File: config.mk
export PLATFORM = sky130hd
export DESIGN_NAME = mem_ctrl
export DESIGN_NICKNAME = d
export VERILOG_FILES = /design/src/rtl/mem_ctrl.sv
export SDC_FILE = /design/constraint.sdc
export NUM_CORES = 1
export LEC_CHECK = 0
export CAP_MARGIN = 10
export CORE_AREA = 2 2 250 178
export CTS_BUF_LIST = sky130_fd_sc_hd__clkbuf_16
export DETAILED_ROUTE_END_ITERATION = 10
export DIE_AREA = 0 0 252 180
export PLACE_DENSITY = 0.4
export REMOVE_ABC_BUFFERS = 1
export SLEW_MARGIN = 40
export SYNTH_ARGS = -nofsm -noshare
export SYNTH_HDL_FRONTEND = slang
export SYNTH_SLANG_ARGS = --single-unit
File: constraint.sdc
create_clock -name clk -period 2.9 [get_ports clk]
set_input_delay 0.435 -clock clk [delete_from_list [all_inputs] [get_ports clk]]
set_output_delay 0.435 -clock clk [all_outputs]
set_load 0.01 [all_outputs]
File: src/rtl/mem_ctrl.sv
// mem_ctrl: sole master of the byte-wide unified RAM/IO port.
// Arbitrates between load/store-buffer requests (strict priority) and
// 4-byte instruction fetches, serialises each request into byte transfers,
// assembles/extends load data and returns a one-cycle ready pulse.
//
// Ports:
//   clk, rst (sync, active-low), rdy (global enable; low = freeze)
//   rollback_signal : misprediction flush (aborts an in-flight fetch only)
//   io_buffer_full  : stalls writes into the IO region (addr[17:16] == IO_ADDR_HI)
//   LSB side : ena/wr/optype/addr/data/totByte _from_lsb in; lsb_rdy, data_2lsb out
//              optype uses RV32 load funct3: LB=000 LH=001 LW=010 LBU=100 LHU=101
//   IC side  : ena_from_ic, addr_from_ic in; ic_rdy, inst_2ic out
//   RAM side : mem_din in (valid one cycle after mem_a); mem_dout, mem_a, mem_wr out
module mem_ctrl #(
  parameter logic [1:0] IO_ADDR_HI = 2'b11
) (
  input  logic        clk,
  input  logic        rst,
  input  logic        rdy,
  input  logic        rollback_signal,
  input  logic        io_buffer_full,
  input  logic        ena_from_lsb,
  input  logic        wr_from_lsb,
  input  logic [2:0]  optype_from_lsb,
  input  logic [31:0] addr_from_lsb,
  input  logic [31:0] data_from_lsb,
  input  logic [2:0]  totByte_from_lsb,
  output logic        lsb_rdy,
  output logic [31:0] data_2lsb,
  input  logic        ena_from_ic,
  input  logic [31:0] addr_from_ic,
  output logic        ic_rdy,
  output logic [31:0] inst_2ic,
  input  logic [7:0]  mem_din,
  output logic [7:0]  mem_dout,
  output logic [31:0] mem_a,
  output logic        mem_wr
);

  typedef enum logic [2:0] {IDLE, LS_RD, LS_WR, IF_RD, DONE} state_t;

  state_t      state;
  logic [2:0]  cnt;
  logic [31:0] base;
  logic [31:0] wdata;
  logic [2:0]  optype;
  logic [2:0]  tot;
  logic [31:0] buffer;

  logic [31:0] asm_word;
  logic [31:0] load_ext;
  logic [31:0] a_next;
  logic [2:0]  rd_len;
  logic        acc_stall;
  logic        cur_stall;

  // In read states cnt counts cycles spent in the state; the byte arriving
  // on mem_din belongs to the address driven one cycle earlier (index cnt-1).
  always_comb begin
    asm_word = buffer;
    case (cnt)
      3'd1:    asm_word[7:0]   = mem_din;
      3'd2:    asm_word[15:8]  = mem_din;
      3'd3:    asm_word[23:16] = mem_din;
      3'd4:    asm_word[31:24] = mem_din;
      default: ;
    endcase
  end

  always_comb begin
    load_ext = asm_word;
    case (optype[1:0])
      2'b00:   load_ext = optype[2] ? {24'b0, asm_word[7:0]}
                                    : {{24{asm_word[7]}}, asm_word[7:0]};
      2'b01:   load_ext = optype[2] ? {16'b0, asm_word[15:0]}
                                    : {{16{asm_word[15]}}, asm_word[15:0]};
      default: load_ext = asm_word;
    endcase
  end

  assign a_next    = base + {29'b0, cnt} + 32'd1;
  assign rd_len    = (state == IF_RD) ? 3'd4 : tot;
  assign acc_stall = (addr_from_lsb[17:16] == IO_ADDR_HI) && io_buffer_full;
  assign cur_stall = (base[17:16] == IO_ADDR_HI) && io_buffer_full;

  always_ff @(posedge clk) begin
    if (!rst) begin
      state     <= IDLE;
      cnt       <= '0;
      base      <= '0;
      wdata     <= '0;
      optype    <= '0;
      tot       <= '0;
      buffer    <= '0;
      lsb_rdy   <= 1'b0;
      data_2lsb <= '0;
      ic_rdy    <= 1'b0;
      inst_2ic  <= '0;
      mem_dout  <= '0;
      mem_a     <= '0;
      mem_wr    <= 1'b0;
    end else if (rdy) begin
      case (state)
        IDLE: begin
          mem_wr <= 1'b0;
          if (ena_from_lsb) begin
            base   <= addr_from_lsb;
            wdata  <= data_from_lsb;
            optype <= optype_from_lsb;
            tot    <= totByte_from_lsb;
            cnt    <= '0;
            mem_a  <= addr_from_lsb;
            if (wr_from_lsb) begin
              mem_dout <= data_from_lsb[7:0];
              mem_wr   <= !acc_stall;
              state    <= LS_WR;
            end else begin
              state <= LS_RD;
            end
          end else if (ena_from_ic && !rollback_signal) begin
            base  <= addr_from_ic;
            cnt   <= '0;
            mem_a <= addr_from_ic;
            state <= IF_RD;
          end
        end

        LS_RD, IF_RD: begin
          if (state == IF_RD && rollback_signal) begin
            cnt   <= '0;
            state <= IDLE;
          end else begin
            if (cnt != 3'd0) buffer <= asm_word;
            if (cnt == rd_len) begin
              if (state == IF_RD) begin
                ic_rdy   <= 1'b1;
                inst_2ic <= asm_word;
              end else begin
                lsb_rdy   <= 1'b1;
                data_2lsb <= load_ext;
              end
              cnt   <= '0;
              state <= DONE;
            end else begin
              if (cnt + 3'd1 < rd_len) mem_a <= a_next;
              cnt <= cnt + 3'd1;
            end
          end
        end

        LS_WR: begin
          // mem_wr registered high means byte cnt went out this cycle;
          // low means it was held back by the IO stall and is retried.
          if (mem_wr) begin
            if (cnt + 3'd1 == tot) begin
              mem_wr    <= 1'b0;
              lsb_rdy   <= 1'b1;
              data_2lsb <= '0;
              cnt       <= '0;
              state     <= DONE;
            end else begin
              cnt      <= cnt + 3'd1;
              mem_a    <= a_next;
              mem_dout <= wdata[15:8];
              wdata    <= {8'h00, wdata[31:8]};
              mem_wr   <= !cur_stall;
            end
          end else begin
            mem_wr <= !cur_stall;
          end
        end

        DONE: begin
          lsb_rdy <= 1'b0;
          ic_rdy  <= 1'b0;
          mem_wr  <= 1'b0;
          state   <= IDLE;
        end

        default: state <= IDLE;
      endcase
    end
  end

endmodule

==> impl_metrics.csv, run 1 <==
group,metric,value,unit
layout,layout-area-overhead-vs-synth,38.6,%
worst_hold_path,worstHoldPathType,"in -> reg",
sta,setup_viol_count_final,0,
sta,maxSlewViolCount,0,
placed_design,dp_hpwl,23100,um
grt,wire_length_of_the_first_global_routing_pass,52800,um
clock_tree,worst_skew_pair.late_latency,0.55,ns
power,switching_power,2820,uW
placed_design,place.gp.congestion,0.810,
routing,detail-route-antenna-nets,0,
layout,finish.net_count,1480,
clock_tree,h-tree-depth,1,
run_status,outcome,"finished clean",
synthesis,post_synth_main_area_contributors,"sky130_fd_sc_hd__dfxtp_1 42%, sky130_fd_sc_hd__mux2i_1 7.9%, sky130_fd_sc_hd__nand2_1 6.3%",
sta,clock.fmax,0.357,GHz
sta,max-slew-margin-rel,51.0,%
sta,final-hold-violation-count,0,
power,netSwitchingFraction,31.8,%
clock_tree,clock_tree_root,"sky130_fd_sc_hd__clkbuf_16",
power,p_total,8880,uW
worst_setup_path,reg2reg_depth,12,
routing,detail_route.vias_per_cell,4.68,
synthesis,synthFlopType,"sky130_fd_sc_hd__dfxtp_1",
sta,final_min_period_over_clock_period,96.7,%
power,ratio_of_total_power_to_cell_area,654,nW/um2
floorplanning,dieHeight,180,um
worst_setup_path,crit_start_category,"flip-flop",
synthesis,synth.cell_area,9800,um2
power,power.internal,6060,uW
routing,postRouteWirelength,34300,um
sta,worst-slew-pin-transition,0.735,ns
floorplanning,io_pins,225,
synthesis,post-synth-top-area-fraction,42.3,%
floorplanning,floorplan.core_area,43100,um2
floorplanning,initial_utilization,22.7,%
synthesis,yosys_warnings,0,
layout,final_area,13600,um2
synthesis,synth.distinct_cells,61,
clock_tree,worst_setup_hold_path_clk_slew,0.06,ns
clock_tree,clock_path_buffers,3,
synthesis,post-synth-top-area-cell,"sky130_fd_sc_hd__dfxtp_1",
worst_setup_path,cp_data_required_time,3.37,ns
sta,finClkSkew,0.0155,ns
clock_tree,cts_tree,"built",
worst_setup_path,endpoint_kind,"flip-flop",
routing,drc_errors,0,
placed_design,port-buffer-count,224,
floorplanning,die_width,252,um
layout,layout.filler_cells,4560,
synthesis,post_synth_edffs,0,
power,p_leak,0.00520,uW
worst_setup_path,setup.worst_path.class,"reg -> reg",
routing,drt-wirelength-per-cell,17.8,um
synthesis,syn_inst,1154,
synthesis,synth_seq_cells,207,
power,clock_power_share,35.1,%
sta,final_period_minus_worst_setup_slack,2.80,ns
worst_setup_path,critical_path_arrival,3.27,ns
sta,finalSetupTns,0,ns
clock_tree,total_cts_buffers,25,
clock_tree,cts_sinks,207,
power,power_frac_comb,26.6,%
layout,drive_gt1_share,6.82,%
synthesis,synth_sequential_area_ratio,42.3,%
placed_design,placedInstanceArea,12700,um2
grt,first_global_vias,8894,
grt,gr-usage-all-layers,14.6,%
grt,antenna_found_initial,2,
floorplanning,design.die.area,45400,um2
floorplanning,num_rows,64,
power,p_seq_share,38.2,%
power,maximum_ir_drop_on_the_vdd_rail,0.484,mV
synthesis,syn-mean-instance-area,8.49,um2
routing,via_count,9011,
routing,dr.pass1.iters,5,
routing,drt_iter0_drc,512,
grt,globalRoute.totalOverflow,0,
synthesis,ys_async_sr_fraction,0,%
grt,maximum_number_of_pins_on_one_net_before_global_route_repair,91,
worst_hold_path,holdPathStages,3,
worst_setup_path,crit_path_max_fanout,15,
run,cap_violations,0,
-- power by group through the flow --
stage / Combinational, uW / Clock (uW) / Sequential [uW]
after detailed placement: 2290 / 0 / 3460
after global placement: 2270 / 0 / 3450
after global routing: 2610 / 3340 / 3440
after CTS: 2300 / 3240 / 3400
final: 2360 / 3120 / 3400
after floorplan: 1090 / 0 / 3510
-- sequential cells by signal (all words and copies together) (netlist names) --
name       flops
base          32
inst_2ic      32
optype         3
mem_dout       8
tot            3
state          3
data_2lsb     32
mem_a         32
cnt            3
buffer        32
ic_rdy         1
lsb_rdy        1
wdata         24
mem_wr         1
-- layout by cell type (no fill, tap or decap), drive strengths merged, types with 24 or more instances in the layout --
cell type | synthesis | routed
a211oi | 41 | 41
a21oi | 60 | 60
a311oi | 25 | 25
buf | 35 | 39
clkbuf | 58 | 26
clkdlybuf4s50 | 0 | 222
dfxtp | 207 | 207
mux2i | 77 | 77
nand2 | 166 | 166
nand2b | 24 | 24
nand3 | 50 | 50
nor2 | 141 | 141
o211a | 39 | 39
o21ai | 38 | 38
xnor2 | 26 | 26
-- cells by family after synthesis --
family / count (synthesis) / share of synthesized area, %
adder cells (fa/ha/maj): 12 / 1.61
AO/OA/AOI/OAI: 274 / 20.4
flip-flops: 207 / 42.3
buffers and inverters: 107 / 4.62
multiplexers: 79 / 8.09
AND/OR/NAND/NOR: 443 / 20.1
XOR/XNOR: 32 / 2.86
-- layer usage --
layer | vias to the layer above | track usage (%) | share of wire, %
li1 | 4500 | - | -
met1 | 4297 | 21.2 | 51
met2 | 181 | 22.4 | 43
met3 | 31 | 2.69 | 4.3
met4 | 2 | 2.84 | 1.5
met5 | - | 0 | 0.047
-- per-stage QoR --
stage	util (%)	std cells	worst slack (ns)	hold slack [ns]
after floorplan	-	1061	-1.40	0.446
after global placement	29.5	1880	0.0739	0.438
after detailed placement	29.5	1880	0.00367	0.447
after CTS	31.3	1921	0.104	0.338
after global routing	31.5	1926	-0.00426	0.383
final	31.5	1926	0.0971	0.365
-- worst max-delay path: stages, from the launching register on --
cell and delay, ns:
sky130_fd_sc_hd__dfxtp_1 0.31, sky130_fd_sc_hd__ha_1 0.19, sky130_fd_sc_hd__ha_1 0.30, sky130_fd_sc_hd__inv_1 0.05, sky130_fd_sc_hd__ha_1 0.31, sky130_fd_sc_hd__a21oi_1 0.15, sky130_fd_sc_hd__o21ai_0 0.11, sky130_fd_sc_hd__a221o_1 0.36
sky130_fd_sc_hd__a311oi_4 0.28, sky130_fd_sc_hd__buf_4 0.20, sky130_fd_sc_hd__buf_8 0.18, sky130_fd_sc_hd__o211ai_1 0.10, sky130_fd_sc_hd__a21oi_1 0.16
-- Yosys cell counts, drive strengths merged, types with 2 or more instances --
cell and count:
a31oi 5, nand4 15, nand3 50, and3 2, o211a 39, nand2b 24, and4 3, nand2 166
a21o 2, nor4 2, nor2b 12, xnor2 26, o21a 2, ha 11, mux2 2, or2 2
nor2 141, o2111ai 12, o22ai 5, o31ai 9, or3 2, o21ai 38, inv 14, nand4b 2
a311oi 25, o2bb2ai 2, xor2 6, clkbuf 58, dfxtp 207, a41oi 3, o211ai 23, nor3 9
and2 9, a21oi 60, mux2i 77, buf 35, a211oi 41
-- area by class of cell --
cell class	instances	area, um2	share of cell area [%]
repair buffers	262	2640	19.4
flip-flops and latches	207	4140	30.5
inverters	14	55.1	0.405
clock buffers	25	626	4.60
diodes	1	2.50	0.0184
multi-input cells	840	5260	38.7
well taps	561	702	5.17
clock inverters	16	158	1.16
-- final timing paths --
kind | startpoint | end | slack, ns
worst max-delay path | cnt[0] | mem_a[21] | 0.1
worst min-delay path | rst | tot[0] | 0.36
worst max register to register | cnt[0] | mem_a[21] | 0.1
worst min register to register | ic_rdy | ic_rdy | 0.45
-- what timing repair did --
item,CTS,global route
gates resized for setup,0,8
setup buffers,0,2
hold buffers,0,0
endpoints found under the setup margin,0,11
(Power assumes the default switching activity.)
==> run 2: changes to the inputs <==
- PLACE_DENSITY: 0.4 -> 0.41
- clock period: 2.9 -> 2.3 ns (I/O delays scaled with it)
==> impl_metrics.csv, run 2 (synthesis results as in run 1) <==
group,metric,value,unit
run_status,outcome,"finished with violations",
run_status,violations_in_the_final_reports,"negative setup slack",
power,switching_power,3900,uW
placed_design,port-buffer-count,224,
power,power_frac_comb,31.6,%
floorplanning,dieHeight,180,um
clock_tree,cts_sinks,207,
sta,whs,0.173,ns
floorplanning,num_rows,64,
routing,postRouteWirelength,36600,um
worst_setup_path,critical_path.max_stage_delay,0.38,ns
worst_setup_path,cp_data_required_time,2.73,ns
layout,mostFrequentLayoutCell,"sky130_fd_sc_hd__clkdlybuf4s50_1",
worst_setup_path,cp_cell_sequence,"ha_4 > ha_4 > inv_2 > ha_4 > a21oi_2 > o21ai_1 > a221o_1 > a311oi_4 > buf_6 > buf_12 > buf_12 > nor2b_1 > o21a_1",
floorplanning,floorplan.core_area,43100,um2
clock_tree,total_cts_buffers,25,
power,power.internal,8060,uW
worst_setup_path,critical_path.most_common_cell,"sky130_fd_sc_hd__ha_4",
power,ratio_of_total_power_to_cell_area,805,nW/um2
run,cap_violations,0,
sta,maxSlewViolCount,0,
worst_setup_path,crit_path_max_fanout,6,
routing,via_count,9386,
power,netSwitchingFraction,32.6,%
grt,wire_length_of_the_first_global_routing_pass,53900,um
sta,finalSetupTns,-10.07,ns
grt,first_global_vias,8877,
placed_design,dp_hpwl,23800,um
sta,finClkSkew,0.0134,ns
grt,antenna_found_initial,0,
routing,drt-wirelength-per-cell,18.3,um
worst_setup_path,cpMaxStageDelayCell,"sky130_fd_sc_hd__a221o_1",
sta,final_min_period_over_clock_period,113,%
layout,layout_common_cells,"222 x sky130_fd_sc_hd__clkdlybuf4s50_1, 204 x sky130_fd_sc_hd__dfxtp_1, 164 x sky130_fd_sc_hd__nand2_1",
sta,final-hold-violation-count,0,
sta,clock.fmax,0.384,GHz
layout,drive_gt1_share,16.2,%
worst_setup_path,endpoint_kind,"flip-flop",
floorplanning,die_width,252,um
clock_tree,worst_setup_hold_path_clk_slew,0.07,ns
worst_setup_path,critical_path_arrival,3.03,ns
clock_tree,cts_tree,"built",
sta,worst_slack,-0.306,ns
grt,gr-usage-all-layers,15.0,%
floorplanning,initial_utilization,22.7,%
routing,drc_errors,0,
clock_tree,worst_skew_pair.late_latency,0.54,ns
floorplanning,io_pins,225,
clock_tree,clock_path_buffers,3,
sta,grt_setup_unrepaired,"yes",
routing,detail_route.vias_per_cell,4.70,
clock_tree,cts_hold_repair.buffers,0,
clock_tree,h-tree-depth,1,
sta,worst-slew-pin-transition,0.704,ns
layout,layout-area-overhead-vs-synth,51.5,%
sta,setup_viol_count_final,63,
worst_hold_path,worstHoldPathType,"in -> reg",
placed_design,place.gp.congestion,0.835,
sta,max-slew-margin-rel,53.0,%
layout,finish.net_count,1549,
grt,maximum_number_of_pins_on_one_net_before_global_route_repair,92,
clock_tree,clock_tree_root,"sky130_fd_sc_hd__clkbuf_16",
routing,dr.pass1.iters,5,
layout,antenna_cells,0,
worst_setup_path,r2r_setup_slack,-0.31,ns
sta,final_period_minus_worst_setup_slack,2.61,ns
power,p_seq_share,35.9,%
power,p_leak,0.00570,uW
routing,detail-route-antenna-nets,0,
worst_setup_path,crit_start_category,"flip-flop",
power,maximum_ir_drop_on_the_vdd_rail,0.505,mV
routing,drt_iter0_drc,564,
worst_setup_path,setup.worst_path.class,"reg -> reg",
power,clock_power_share,32.5,%
floorplanning,design.die.area,45400,um2
grt,globalRoute.totalOverflow,0,
layout,layout.filler_cells,4524,
-- run 2: cell types whose count changed in the layout (fill, tap and decap cells not counted), sizes merged --
cell,previous run,this run
buf,39,102
bufinv,3,2
clkbuf,26,32
clkinv,9,13
clkinvlp,0,2
diode,1,0
-- run 2: area by class of cell --
type,instances,area [um2],area share [%]
inverter,14,55.1,0.371
sequential,207,4150,27.9
clock inverter,21,156,1.05
tap,561,702,4.73
timing repair buffer,331,3440,23.2
clock buffer,25,626,4.21
multi-input combinational,840,5720,38.5
-- run 2: per-layer routing --
| layer | track usage [%] | share of wire [%] | vias to the layer above |
|---|---|---|---|
| li1 | - | - | 4653 |
| met1 | 22.9 | 53 | 4496 |
| met2 | 22.1 | 42 | 204 |
| met3 | 2.48 | 4.1 | 33 |
| met4 | 2.53 | 1.3 | 0 |
| met5 | 0 | 0 | - |
-- run 2: stage by stage --
stage / util, % / area, um2 / cells / power (uW) / setup slack (ns)
finish: 34.5 / 14900 / 1999 / 12000 / -0.306
global route: 34.5 / 14900 / 1999 / 12600 / -0.414
CTS: 33.1 / 14200 / 1983 / 11700 / -0.301
detailed placement: 30.5 / 13100 / 1927 / 7410 / -0.403
global placement: 30.5 / 13100 / 1927 / 7390 / -0.376
floorplan: - / 9400 / 1061 / 5800 / -2.00
-- run 2: power by group through the flow --
stage          Combinational (uW)  Clock [uW]  Sequential, uW
6_report                     3780        3890            4290
5_1_grt                      4080        4180            4350
4_1_cts                      3430        4040            4280
3_5_place_dp                 3060           0            4350
3_3_place_gp                 3040           0            4350
2_1_floorplan                1370           0            4420
-- run 2: path summary, 6_finish.rpt --
check,startpoint,end,cells past startpoint
worst min-delay path,rst,data_2lsb[7],3
worst max register to register,cnt[1],mem_a[28],13
worst max-delay path,cnt[1],mem_a[28],13
worst min register to register,mem_a[15],mem_a[15],2
-- run 2: what timing repair did --
action | CTS | global route
gates cloned | 4 | 9
pin swaps | 12 | 24
endpoints found under the setup margin | 115 | 138
buffers inserted | 6 | 8
gates resized for setup | 36 | 77
-- run 2: critical path, delay by kind of cell (launching register included) --
family	cells	cell delay (ns)
AND/OR/NAND/NOR	1	0.05
flip-flops	1	0.36
adder cells (fa/ha/maj)	3	0.63
buffers and inverters	4	0.46
AO/OA/AOI/OAI	5	0.98
